===== src/rtl/mul_pkg.sv =====
// Shared definitions for the multiply functional-unit controller:
// datapath widths and the per-stage {valid, tag, product} record.
package mul_pkg;

  localparam int XLEN      = 32;
  localparam int PROD_W    = 64;
  localparam int TAG_W_DEF = 4;

  typedef logic [XLEN-1:0]   xlen_t;
  typedef logic [PROD_W-1:0] prod_t;

  typedef struct packed {
    logic                 valid;
    logic [TAG_W_DEF-1:0] tag;
    prod_t                product;
  } stage_t;

endpackage


===== src/rtl/rr_arbiter.sv =====
// Round-robin arbiter with enable and a registered last-winner pointer.
// Search starts one past the previous winner; pointer resets so requester 0 wins first.
module rr_arbiter #(
  parameter int N = 3
) (
  input  logic         clk,
  input  logic         rst_n,
  input  logic         en_i,
  input  logic [N-1:0] req_i,
  output logic [N-1:0] gnt_o
);

  localparam int PW = (N > 1) ? $clog2(N) : 1;

  logic [PW-1:0] ptr_q, ptr_d;
  logic          found;
  int            idx;

  always_comb begin
    gnt_o = '0;
    ptr_d = ptr_q;
    found = 1'b0;
    idx   = 0;
    if (en_i) begin
      for (int i = 1; i <= N; i++) begin
        idx = (int'(ptr_q) + i) % N;
        if (!found && req_i[idx]) begin
          found      = 1'b1;
          gnt_o[idx] = 1'b1;
          ptr_d      = PW'(idx);
        end
      end
    end
  end

  always_ff @(posedge clk) begin
    if (!rst_n) ptr_q <= PW'(N - 1);
    else        ptr_q <= ptr_d;
  end

endmodule


===== src/rtl/wallace_mul32.sv =====
// Combinational unsigned 32x32->64 multiplier datapath (behavioural form of the tree).
module wallace_mul32 (
  input  logic [31:0] a_i,
  input  logic [31:0] b_i,
  output logic [63:0] p_o
);

  assign p_o = {32'd0, a_i} * {32'd0, b_i};

endmodule


===== src/rtl/mul_unit_ctrl.sv =====
// Issue/completion controller for the shared multiplier: RR issue, fixed-latency
// pipeline carrying tag/valid, result FIFO toward the CDB, credit-based back-pressure.
module mul_unit_ctrl
  import mul_pkg::*;
#(
  parameter int NUM_RS    = 3,
  parameter int TAG_W     = TAG_W_DEF,
  parameter int LAT       = 2,
  parameter int BUF_DEPTH = 4
) (
  input  logic                    clk,
  input  logic                    rst_n,
  input  logic                    flush,
  input  logic [NUM_RS-1:0]       rs_req,
  input  logic [NUM_RS*32-1:0]    rs_src1,
  input  logic [NUM_RS*32-1:0]    rs_src2,
  input  logic [NUM_RS*TAG_W-1:0] rs_tag,
  output logic [NUM_RS-1:0]       rs_gnt,
  output logic                    cdb_valid,
  output logic [TAG_W-1:0]        cdb_tag,
  output logic [PROD_W-1:0]       cdb_data,
  input  logic                    cdb_ack,
  output logic                    full
);

  localparam int CW = $clog2(BUF_DEPTH + 1);
  localparam int AW = (BUF_DEPTH > 1) ? $clog2(BUF_DEPTH) : 1;

  logic          kill, issue_en, issue, push, pop;
  logic [CW-1:0] occ_q, occ_d;

  assign kill     = !rst_n || flush;
  assign issue_en = rst_n && !flush && (occ_q < CW'(BUF_DEPTH));
  assign issue    = |rs_gnt;

  rr_arbiter #(.N(NUM_RS)) u_arb (
    .clk   (clk),
    .rst_n (rst_n),
    .en_i  (issue_en),
    .req_i (rs_req),
    .gnt_o (rs_gnt)
  );

  xlen_t            src1_sel, src2_sel;
  logic [TAG_W-1:0] tag_sel;

  always_comb begin
    src1_sel = '0;
    src2_sel = '0;
    tag_sel  = '0;
    for (int i = 0; i < NUM_RS; i++) begin
      if (rs_gnt[i]) begin
        src1_sel = rs_src1[32*i +: 32];
        src2_sel = rs_src2[32*i +: 32];
        tag_sel  = rs_tag[TAG_W*i +: TAG_W];
      end
    end
  end

  // ---- stage 1: operand capture ----
  logic             vld_p1_q;
  xlen_t            src1_p1_q, src2_p1_q;
  logic [TAG_W-1:0] tag_p1_q;
  prod_t            prod_p1;

  always_ff @(posedge clk) begin
    if (kill) vld_p1_q <= 1'b0;
    else      vld_p1_q <= issue;
    src1_p1_q <= src1_sel;
    src2_p1_q <= src2_sel;
    tag_p1_q  <= tag_sel;
  end

  wallace_mul32 u_mul (
    .a_i (src1_p1_q),
    .b_i (src2_p1_q),
    .p_o (prod_p1)
  );

  // ---- stages 2..LAT: product/tag/valid forwarding ----
  stage_t pipe_p2_q [LAT-1];

  always_ff @(posedge clk) begin
    pipe_p2_q[0] <= '{valid: vld_p1_q, tag: TAG_W_DEF'(tag_p1_q), product: prod_p1};
    for (int s = 1; s < LAT - 1; s++) pipe_p2_q[s] <= pipe_p2_q[s-1];
    if (kill) begin
      for (int s = 0; s < LAT - 1; s++) pipe_p2_q[s].valid <= 1'b0;
    end
  end

  // ---- result FIFO toward the CDB ----
  logic [TAG_W-1:0] fifo_tag_q  [BUF_DEPTH];
  prod_t            fifo_data_q [BUF_DEPTH];
  logic [AW-1:0]    wr_ptr_q, rd_ptr_q;
  logic [CW-1:0]    cnt_q;

  function automatic logic [AW-1:0] ptr_inc(input logic [AW-1:0] p);
    return (p == AW'(BUF_DEPTH - 1)) ? '0 : p + AW'(1);
  endfunction

  assign push = pipe_p2_q[LAT-2].valid && !flush;
  assign pop  = cdb_valid && cdb_ack && !flush;

  always_ff @(posedge clk) begin
    if (kill) begin
      wr_ptr_q <= '0;
      rd_ptr_q <= '0;
      cnt_q    <= '0;
    end else begin
      if (push) wr_ptr_q <= ptr_inc(wr_ptr_q);
      if (pop)  rd_ptr_q <= ptr_inc(rd_ptr_q);
      cnt_q <= cnt_q + CW'(push) - CW'(pop);
    end
  end

  always_ff @(posedge clk) begin
    if (push) begin
      fifo_tag_q[wr_ptr_q]  <= TAG_W'(pipe_p2_q[LAT-2].tag);
      fifo_data_q[wr_ptr_q] <= pipe_p2_q[LAT-2].product;
    end
  end

  assign cdb_valid = (cnt_q != '0);
  assign cdb_tag   = cdb_valid ? fifo_tag_q[rd_ptr_q]  : '0;
  assign cdb_data  = cdb_valid ? fifo_data_q[rd_ptr_q] : '0;

  // Credits cover in-flight plus buffered ops; a same-cycle pop is not re-used for issue.
  always_comb begin
    occ_d = occ_q + CW'(issue) - CW'(pop);
    if (kill) occ_d = '0;
  end

  always_ff @(posedge clk) begin
    occ_q <= occ_d;
  end

  assign full = (occ_q == CW'(BUF_DEPTH));

endmodule


===== config.mk =====
export PLATFORM = sky130hd
export DESIGN_NAME = mul_unit_ctrl
export DESIGN_NICKNAME = d
export VERILOG_FILES = /design/src/rtl/mul_pkg.sv /design/src/rtl/rr_arbiter.sv /design/src/rtl/wallace_mul32.sv /design/src/rtl/mul_unit_ctrl.sv
export SDC_FILE = /design/constraint.sdc
export NUM_CORES = 2
export LEC_CHECK = 0
export BUFFER_PORTS_ARGS = -buffer_cell sky130_fd_sc_hd__buf_2
export CAP_MARGIN = 30
export CORE_MARGIN = 1
export CORE_UTILIZATION = 60
export CTS_CLUSTER_SIZE = 25
export DETAILED_ROUTE_END_ITERATION = 8
export PLACE_DENSITY_LB_ADDON = 0.3
export SYNTH_ARGS = -nofsm -noshare
export SYNTH_HDL_FRONTEND = slang
export SYNTH_SLANG_ARGS = --single-unit
export TNS_END_PERCENT = 30

===== constraint.sdc =====
create_clock -name clk -period 10.6 [get_ports clk]
set_clock_uncertainty 0.15 [all_clocks]
set_input_delay 1.59 -clock clk [delete_from_list [all_inputs] [get_ports clk]]
set_output_delay 1.59 -clock clk [all_outputs]
set_load 0.005 [all_outputs]

==> metrics.cfg <==
[critical_path]
critPathMaxStageDelay_ns = 1.04
reg2reg_slack_ns = 1.66
cp_num_buf_inv = 4
start_kind = register
startpoint = src1_p1_q[8]
cp_common_cell = fa_1
crit_slowest_cell = dfxtp_1
reg2reg_from = src1_p1_q[8]
cp_top_family = adder cells
end_kind = register
path_cells = buf_4, nand2_1, fa_1, inv_1, fa_1, fa_1, fa_1, fa_1, fa_1, fa_1, inv_1, fa_1, inv_1, ha_1, nand4_1, or4_1, a31oi_1, or2_1, a31oi_1, o21a_1, o21a_1, o41ai_2, xor2_1
critPathRequiredTime_ns = 10.97
worstSetupPathType = reg -> reg
critPathArrivalTime_ns = 9.31
path_max_fanout = 21

[power]
clock_power_share_pct = 33.5
power_mw = 4.74
seqPwrFrac_pct = 44.3
p_leak_nw = 24.9
power_switching_share_pct = 32.4
power.switching_mw = 1.53
peakVddDrop_mv = 0.103
pwr-share-comb_pct = 22.2
internal_power_mw = 3.20
power_density_nw_per_um2 = 90.2

[timing]
drv_slew = 0
setup_tns_ns = 0
slew_headroom_pct = 23.9
period_needed_ns = 8.94
hold_slack_ns = 0.176
tightest_slew_ns = 1.14
clock.fmax_mhz = 112
setup_viol = 0
rsz0062_at_grt = no
fin_crit_sh_pct = 84.3
hold_viol_final = 0

[die]
die_h_um = 286
start_util_pct = 61.1
dieArea_um2 = 82100
rows = 103
core_area_um2 = 79500
ios = 284
die_x_um = 286

[clocking]
cts-hold-fix-buffers = 0
numCtsBuffers = 44
htree_levels = 2
cts_tree = built
clk_pin_slew_ns = 0.06
post_cts_buffers = 0
cts_buffer_depth = 3
cts.repair.resized = 0
root_buffer = clkbuf_16
clk-insertion-delay-late_ns = 0.61
clock-sinks = 424

[logic_synthesis]
ys_top_cells_by_area = fa_1 37%, edfxtp_1 17%, and2_1 8.6%
ys_top_cells_by_count = 938 x inv_1, 898 x fa_1, 665 x and2_1, 550 x nand2_1, 276 x ha_1
async_flop_share_pct = 0
ys.flop_type = edfxtp_1
synth_edf_count = 272
mappedNetlistNets = 6042
yosysUniqueCellTypes = 65
yosysSeqAreaShare_pct = 23.1
synth_cells = 4657
synth_most_common_cell = inv_1
syn_area_um2 = 48500
yosysTopAreaCell = fa_1
synth.avg_cell_area_um2 = 10.4
yosys.area.top_type_share_pct = 37.0
yosys_register_bits = 424
yosysWarnings = 0

[detailed_routing]
drtAntennaViolNets = 0
dr.first_iter.drc_count = 2439
drt_first_pass_iters = 6
totalWireLength_um = 122000
drc = 0
post_drt_wl_per_cell_um = 20.7
num_vias = 32900
vias_per_cell = 5.60

[hold_path]
hp-start = tag_p1_q[0]
hold_path_class = reg -> reg

[final_layout]
syn_to_final_growth_pct = 8.19
final_nets = 6168
drive_gt1_share_pct = 10.8
fin_area_um2 = 52500

[grt]
grt_pass1_vias = 35100
overflow = 0
grt_use_total_pct = 31.1
grt_pass1_wl_um = 194000
grt_max_degree = 113
antenna_found_initial = 3

[placement]
postPlaceCellArea_um2 = 51000
gp_congestion = 0.948
io_buffers = 283
place_hpwl_um = 93400

[outcome]
status = complete, no violations

[run]
drv_cap = 0

==> metrics by stage <==
step | cells | setup WS [ns] | utilization [%]
after floorplan | 4657 | 3.03 | -
after global placement | 5773 | 1.79 | 63.8
after detailed placement | 5784 | 1.81 | 64.1
after CTS | 5865 | 1.77 | 66.0
after global routing | 5869 | 1.55 | 66.1
final | 5869 | 1.66 | 66.1
==> state kept, by name, summed over array words and instances, names as in the netlist, named ones only <==
name,flops
vld_p1_q,1
rd_ptr_q,2
fifo_tag_q,16
occ_q,3
wr_ptr_q,2
tag_p1_q,4
fifo_data_q,256
cnt_q,3
src2_p1_q,32
u_arb.ptr_q,2
src1_p1_q,32
pipe_p2_q,69
==> cells by family after synthesis <==
| logic type | synth area share, % |
|---|---|
| and+or+nand+nor | 14.3 |
| AOI/OAI and AO/OA | 4.62 |
| buffers and inverters | 9.42 |
| DFF | 23.1 |
| xor gates and xnor gates | 1.19 |
| muxes | 3.24 |
| adders and majority gates | 44.2 |
==> cell usage in the layout (no fill, tap or decap), types with 5 or more instances in the layout <==
| master | count |
|---|---|
| a211oi_1 | 5 |
| a21o_1 | 23 |
| a21oi_1 | 78 |
| a22oi_1 | 68 |
| a31oi_1 | 13 |
| and2_1 | 661 |
| buf_16 | 9 |
| buf_2 | 283 |
| buf_4 | 60 |
| clkbuf_1 | 14 |
| clkbuf_16 | 45 |
| dfxtp_1 | 139 |
| dfxtp_2 | 12 |
| edfxtp_1 | 272 |
| fa_1 | 898 |
| ha_1 | 276 |
| inv_1 | 938 |
| mux4_2 | 68 |
| nand2_1 | 550 |
| nand3_1 | 9 |
| nand4_1 | 28 |
| nor2_1 | 48 |
| nor2b_1 | 7 |
| nor3_1 | 9 |
| o21a_1 | 9 |
| o21ai_0 | 95 |
| o21ai_1 | 17 |
| o21bai_1 | 16 |
| xnor2_1 | 44 |
| xor2_1 | 22 |
==> per-layer routing <==
layer,global-route usage [%],routed length (um)
met5,0,18
met2,47.9,54800
met4,10.5,4440
met1,42.4,49000
met3,8.99,13400
==> path summary, 6_finish.rpt <==
kind                       to  depth (start not counted)
max reg2reg  pipe_p2_q[0][56]                         23
max          pipe_p2_q[0][56]                         23
min reg2reg  pipe_p2_q[0][64]                          0
min          pipe_p2_q[0][64]                          0
==> power by group through the flow <==
stage / registers, mW / clock network (mW) / logic [mW]
final: 2.10 / 1.59 / 1.05
after global routing: 2.10 / 1.67 / 1.18
after CTS: 2.09 / 1.61 / 1.04
after detailed placement: 2.13 / 0 / 1.03
after global placement: 2.13 / 0 / 0.979
after floorplan: 1.98 / 0 / 0.732
==> cell type report <==
cell class,instances,area (um2)
clock inverters,21,277
fillers,6076,27000
flip-flops and latches,424,11200
multi-input cells,3018,32800
repair buffers,357,2190
clock buffers,60,1190
well taps,1050,1310
inverters,938,3520
diodes,1,2.50
No activity file was read; power rests on OpenSTA's default activity.
